<file path="src/rtl/cipher_pkg.sv">
// -----------------------------------------------------------------------------
// cipher_pkg
// Types and constants shared by the shift-cipher encrypt and decrypt blocks.
//   ALPHA_LEN / ALPHA_BASE : size and first code of the upper-case alphabet
//   cipher_state_t         : message framing FSM states (IDLE / RUN)
//   shift_t                : per-byte shift amount, always in 0..ALPHA_LEN-1
//   wrap_shift()           : (key + offset) reduced into the alphabet range
// -----------------------------------------------------------------------------
package cipher_pkg;

    localparam int unsigned ALPHA_LEN  = 26;
    localparam logic [7:0]  ALPHA_BASE = 8'h41;   // 'A'
    localparam int unsigned SHIFT_W    = 5;

    typedef enum logic {
        ST_IDLE = 1'b0,
        ST_RUN  = 1'b1
    } cipher_state_t;

    typedef logic [SHIFT_W-1:0] shift_t;

    function automatic shift_t wrap_shift(input int unsigned key, input int unsigned offset);
        return shift_t'((key + offset) % ALPHA_LEN);
    endfunction

endpackage

</file>
<file path="src/rtl/letter_unshift.sv">
// -----------------------------------------------------------------------------
// letter_unshift
// Combinational mod-26 subtraction on upper-case ASCII letters.
//   in_byte  : ciphertext byte
//   shift    : amount to subtract, 0..25
//   out_byte : 'A' + ((in_byte - 'A' - shift) mod 26) for 'A'..'Z',
//              otherwise in_byte unchanged
// -----------------------------------------------------------------------------
module letter_unshift
    import cipher_pkg::*;
(
    input  logic [7:0] in_byte,
    input  shift_t     shift,
    output logic [7:0] out_byte
);

    logic       is_letter;
    logic [7:0] offset;
    logic [7:0] shift_ext;

    always_comb begin
        is_letter = (in_byte >= ALPHA_BASE) && (in_byte < (ALPHA_BASE + 8'(ALPHA_LEN)));
        offset    = in_byte - ALPHA_BASE;
        shift_ext = {3'b000, shift};
        out_byte  = in_byte;
        if (is_letter) begin
            // Add one alphabet length before subtracting when the result
            // would otherwise go below 'A'.
            if (offset >= shift_ext) begin
                out_byte = ALPHA_BASE + (offset - shift_ext);
            end else begin
                out_byte = ALPHA_BASE + (offset + 8'(ALPHA_LEN) - shift_ext);
            end
        end
    end

endmodule

</file>
<file path="src/rtl/stream_decrypt.sv">
// -----------------------------------------------------------------------------
// stream_decrypt
// Streaming shift-cipher decryptor for fixed-length messages with a single
// output register (accepts and emits in the same cycle).
//
// Parameters
//   MSG_LEN : message length in bytes (1..255)
//   KEY     : base shift (0..25)
// Ports
//   clk       : clock, all state on rising edge
//   rst_n     : asynchronous active-low reset
//   in_valid  / in_ready  / in_data  / in_last  : ciphertext input stream
//   out_valid / out_ready / out_data / out_last : plaintext output stream
//   len_err   : one-cycle pulse when in_last and the byte position disagree
//
// Configuration macro
//   STREAM_DECRYPT_ROLLING_KEY_EN : when defined the shift is (KEY + idx) mod 26,
//   otherwise KEY for every byte and idx only frames the message.
// -----------------------------------------------------------------------------
module stream_decrypt
    import cipher_pkg::*;
#(
    parameter int unsigned MSG_LEN = 23,
    parameter int unsigned KEY     = 3
)(
    input  logic       clk,
    input  logic       rst_n,
    input  logic       in_valid,
    output logic       in_ready,
    input  logic [7:0] in_data,
    input  logic       in_last,
    output logic       out_valid,
    input  logic       out_ready,
    output logic [7:0] out_data,
    output logic       out_last,
    output logic       len_err
);

    // A single-byte message still needs a one-bit counter to exist.
    localparam int unsigned     IDX_W   = (MSG_LEN > 1) ? $clog2(MSG_LEN) : 1;
    localparam logic [IDX_W-1:0] IDX_END = IDX_W'(MSG_LEN - 1);

    cipher_state_t    state_reg, state_next;
    logic [IDX_W-1:0] idx_reg, idx_next;
    logic             out_valid_reg, out_valid_next;
    logic [7:0]       out_data_reg, out_data_next;
    logic             out_last_reg, out_last_next;
    logic             len_err_reg, len_err_next;

    logic             ready_int;
    logic             accept;
    logic             at_end;
    logic             msg_done;
    shift_t           shift;
    logic [7:0]       plain;

`ifdef STREAM_DECRYPT_ROLLING_KEY_EN
    assign shift = wrap_shift(KEY, 32'(idx_reg));
`else
    assign shift = wrap_shift(KEY, 0);
`endif

    letter_unshift u_unshift (
        .in_byte  (in_data),
        .shift    (shift),
        .out_byte (plain)
    );

    // The output register can take a new byte whenever it is empty or
    // being drained in this same cycle.
    assign ready_int = !out_valid_reg || out_ready;
    assign in_ready  = ready_int;

    always_comb begin
        state_next     = state_reg;
        idx_next       = idx_reg;
        out_valid_next = out_valid_reg;
        out_data_next  = out_data_reg;
        out_last_next  = out_last_reg;
        len_err_next   = 1'b0;

        accept   = in_valid && ready_int;
        at_end   = (idx_reg == IDX_END);
        // Either framing source ends the message; disagreement is an error.
        msg_done = at_end || in_last;

        if (out_ready) begin
            out_valid_next = 1'b0;
        end

        if (accept) begin
            out_valid_next = 1'b1;
            out_data_next  = plain;
            out_last_next  = msg_done;
            len_err_next   = at_end ^ in_last;
            idx_next       = msg_done ? '0 : idx_reg + IDX_W'(1);
        end

        case (state_reg)
            ST_IDLE: if (accept && !msg_done) state_next = ST_RUN;
            ST_RUN:  if (accept && msg_done)  state_next = ST_IDLE;
            default: state_next = ST_IDLE;
        endcase
    end

    always_ff @(posedge clk or negedge rst_n) begin
        if (!rst_n) begin
            state_reg     <= ST_IDLE;
            idx_reg       <= '0;
            out_valid_reg <= 1'b0;
            out_data_reg  <= 8'h00;
            out_last_reg  <= 1'b0;
            len_err_reg   <= 1'b0;
        end else begin
            state_reg     <= state_next;
            idx_reg       <= idx_next;
            out_valid_reg <= out_valid_next;
            out_data_reg  <= out_data_next;
            out_last_reg  <= out_last_next;
            len_err_reg   <= len_err_next;
        end
    end

    assign out_valid = out_valid_reg;
    assign out_data  = out_data_reg;
    assign out_last  = out_last_reg;
    assign len_err   = len_err_reg;

endmodule

</file>
<file path="config.mk">
export PLATFORM = sky130hd
export DESIGN_NAME = stream_decrypt
export DESIGN_NICKNAME = d
export VERILOG_FILES = /design/src/rtl/cipher_pkg.sv /design/src/rtl/letter_unshift.sv /design/src/rtl/stream_decrypt.sv
export SDC_FILE = /design/constraint.sdc
export NUM_CORES = 1
export LEC_CHECK = 0
export BUFFER_PORTS_ARGS = -buffer_cell sky130_fd_sc_hd__buf_2
export CAP_MARGIN = 20
export CORE_AREA = 3 3 76 78
export CTS_CLUSTER_DIAMETER = 120
export DETAILED_ROUTE_END_ITERATION = 6
export DIE_AREA = 0 0 79 81
export HOLD_SLACK_MARGIN = 0.12
export SLEW_MARGIN = 0
export SYNTH_ARGS = -nofsm -noshare
export SYNTH_HDL_FRONTEND = slang
export SYNTH_SLANG_ARGS = --single-unit
</file>
<file path="constraint.sdc">
create_clock -name clk -period 5.06 [get_ports clk]
set_input_delay 1.012 -clock clk [delete_from_list [all_inputs] [get_ports clk]]
set_output_delay 1.012 -clock clk [all_outputs]
set_load 0.1 [all_outputs]
</file>
==> flow_summary.ini <==
[logic_synthesis]
yosys.cell_types.count = 47
synth_area_mm2 = 0.00127
synth-seq-cells = 16
synth.top_cell.area_share = 0.316
syn_area_per_cell_um2 = 8.93
synthCells = 142
async_flop_share = 1.00
synth_edf_count = 0
yosys-top-cells-area = dfrtp_1, ha_1, nand2_1, o21ai_0, buf_6
synth_flop_cell = dfrtp_1
syn_nets = 165
ys_seq_area_frac = 0.316
yosysTopAreaCell = dfrtp_1
yosys_warnings = 0

[place]
place_area_mm2 = 0.00140
globalplace.congestion = 0.839
dp.final_hpwl_mm = 2.10
port_buffers = 24

[timing]
drv_slew = 0
fmax_mhz = 295
fin_crit_ns = 3.40
slew_headroom = 0.418
post-route-period-util = 0.671
setup_viol = 0
clock_skew_ns = 0.00602
worstMarginPinSlew_ns = 0.872
rsz0062_at_grt = false
finalSetupTns_ns = 0
hold_viol_final = 0

[clock_tree]
clock_path_buffers = 2
cts_root_buf = clkbuf_8
cts_resized = 0
clk-insertion-delay-late_ns = 0.25
clock-sinks = 16
post_cts_buffers = 0
cts_tree = done
holdBufCountCts = 0
numCtsBuffers = 3
h-tree-depth = 1
clkTransAtPathRegs_ns = 0.07

[power_and_ir_drop]
peakVddDrop_uv = 91.8
p_per_area_mw_per_mm2 = 293
leakage_uw = 0.000643

[cells_and_area]
layout_commonest_cell = buf_2
drive_gt1_frac = 0.272
final_cell_mix = buf_2, nand2_1, dfrtp_1
layout.nets = 187
largest_register_ffs = 8
design_area_mm2 = 0.00144
area_delta_synth_final_pct = 13.5
diodes = 0

[die]
dieHeight_um = 81
num_io_pins = 25
rows = 26
coreArea_mm2 = 0.00514
die-width_um = 79
die_area_mm2 = 0.00640
initial_utilization = 0.247

[global_route]
grt_util_all_layers = 0.0936
grt_start_max_net_pins = 19
grt_antenna_before_repair = 0
grt_pass1_wl_mm = 4.82
overflow = 0
grt_pass1_vias = 1017

[setup_path]
required_ns = 5.19
worstSetupPathType = in2reg
worst-path-buf-inv = 3
cp-end-kind = flip-flop
cp-start-kind = primary input
crit_fanout = 7
cp_slowest_cell = or3b_1
crit_arrival_ns = 3.52
crit_family = simple AND/OR/NAND/NOR gates
cpPeakStageDelay_ns = 0.34
path_cells = buf_2, inv_1, ha_1, inv_1, or3_1, xor2_1, ha_1, or2b_2, nand2_1, or4_2, a31oi_1, or3b_1, nand3b_1

[routing]
drc = 0
vias = 1062
routed_wl_mm = 2.75
vias_per_cell = 4.58
ant_nets = 0
drt-initial-drc-count = 38
wire_per_inst_um = 11.8
first_pass_iters = 4

[job]
drv_cap = 0

[hold_path]
hold_class = reg2reg

[outcome]
status = finished, final reports clean
[cells by family (layout without fill, tap and decap cells)]
group	Yosys count	in the layout	share of synthesized area
compound gates	28	28	0.152
simple gates	68	68	0.306
fa+ha+maj	10	10	0.0986
xor+xnor	6	6	0.0414
flops	16	16	0.316
buf+inv	13	33	0.0789
mux	1	1	0.00789
[worst register-to-register path, cell delays in order, from the launching register on]
cell and delay [ns]:
dfrtp_1 0.37, nand2b_1 0.15, nand2_2 0.24, or4_2 0.72
a31oi_1 0.15, or3b_1 0.11, nand3b_1 0.09
[cell usage after synthesis, types with 2 or more instances]
library cell and number:
nor4_1 4, buf_6 4, ha_1 10, nand3_1 3
o31ai_1 2, a21oi_1 5, clkbuf_8 2, xnor2_1 4
nor3b_1 3, and2_1 2, nand3b_1 3, xor2_1 2
and3_2 2, or2_2 2, nand4b_1 2, nand2b_1 2
o21ai_0 10, dfrtp_1 16, a21o_2 2, inv_1 6
nor2_1 9, nand2_1 22
[layer usage]
layer / vias to the layer above / track usage / wire length (um) / part of all wire
li1: 542 / - / - / -
met1: 490 / 0.126 / 1380 / 0.50
met2: 26 / 0.152 / 1210 / 0.44
met3: 4 / 0.0133 / 115 / 0.042
met4: 0 / 0.0361 / 33 / 0.012
met5: - / 0 / 0 / 0
[final cells by class]
type,instances,area [um^2]
fillers,575,3700
inverters,6,22.5
flip-flops and latches,16,400
well taps,70,87.6
repair buffers,24,120
clock buffers,3,41.3
multi-input cells,113,768
[power breakdown]
part           switching (uW)  internal, uW  total (uW)
Clock                    42.7          52.7        95.4
Sequential               9.75           143         153
Combinational             137          37.4         174
[per-stage QoR]
| step | std cells | power (uW) | util | hold slack (ns) | setup slack [ns] |
|---|---|---|---|---|---|
| 6_report | 232 | 423 | 0.280 | 0.479 | 1.66 |
| 5_1_grt | 232 | 448 | 0.280 | 0.519 | 1.46 |
| 4_1_cts | 232 | 429 | 0.280 | 0.484 | 1.69 |
| 3_5_place_dp | 229 | 331 | 0.272 | 0.468 | 1.43 |
| 3_3_place_gp | 229 | 330 | 0.272 | 0.460 | 1.52 |
| 2_1_floorplan | 142 | 299 | - | 0.452 | 1.76 |
[path summary, 6_finish.rpt]
kind / start / slack (ns) / endpoint / cells after the start
worst max-delay path: in_data[0] / 1.66 / out_data[5]$_DFFE_PN0P_ / 13
worst min-delay path: out_data[7]$_DFFE_PN0P_ / 0.48 / out_data[7]$_DFFE_PN0P_ / 2
worst max register to register: out_valid$_DFFE_PN0P_ / 3.16 / out_data[5]$_DFFE_PN0P_ / 6
worst min register to register: out_data[7]$_DFFE_PN0P_ / 0.48 / out_data[7]$_DFFE_PN0P_ / 2
max in group asynchronous: rst_n / 4.12 / out_data[4]$_DFFE_PN0P_ / 1
min in group asynchronous: rst_n / 0.67 / idx_reg[4]$_DFFE_PN0P_ / 1
(Power assumes the default switching activity.)
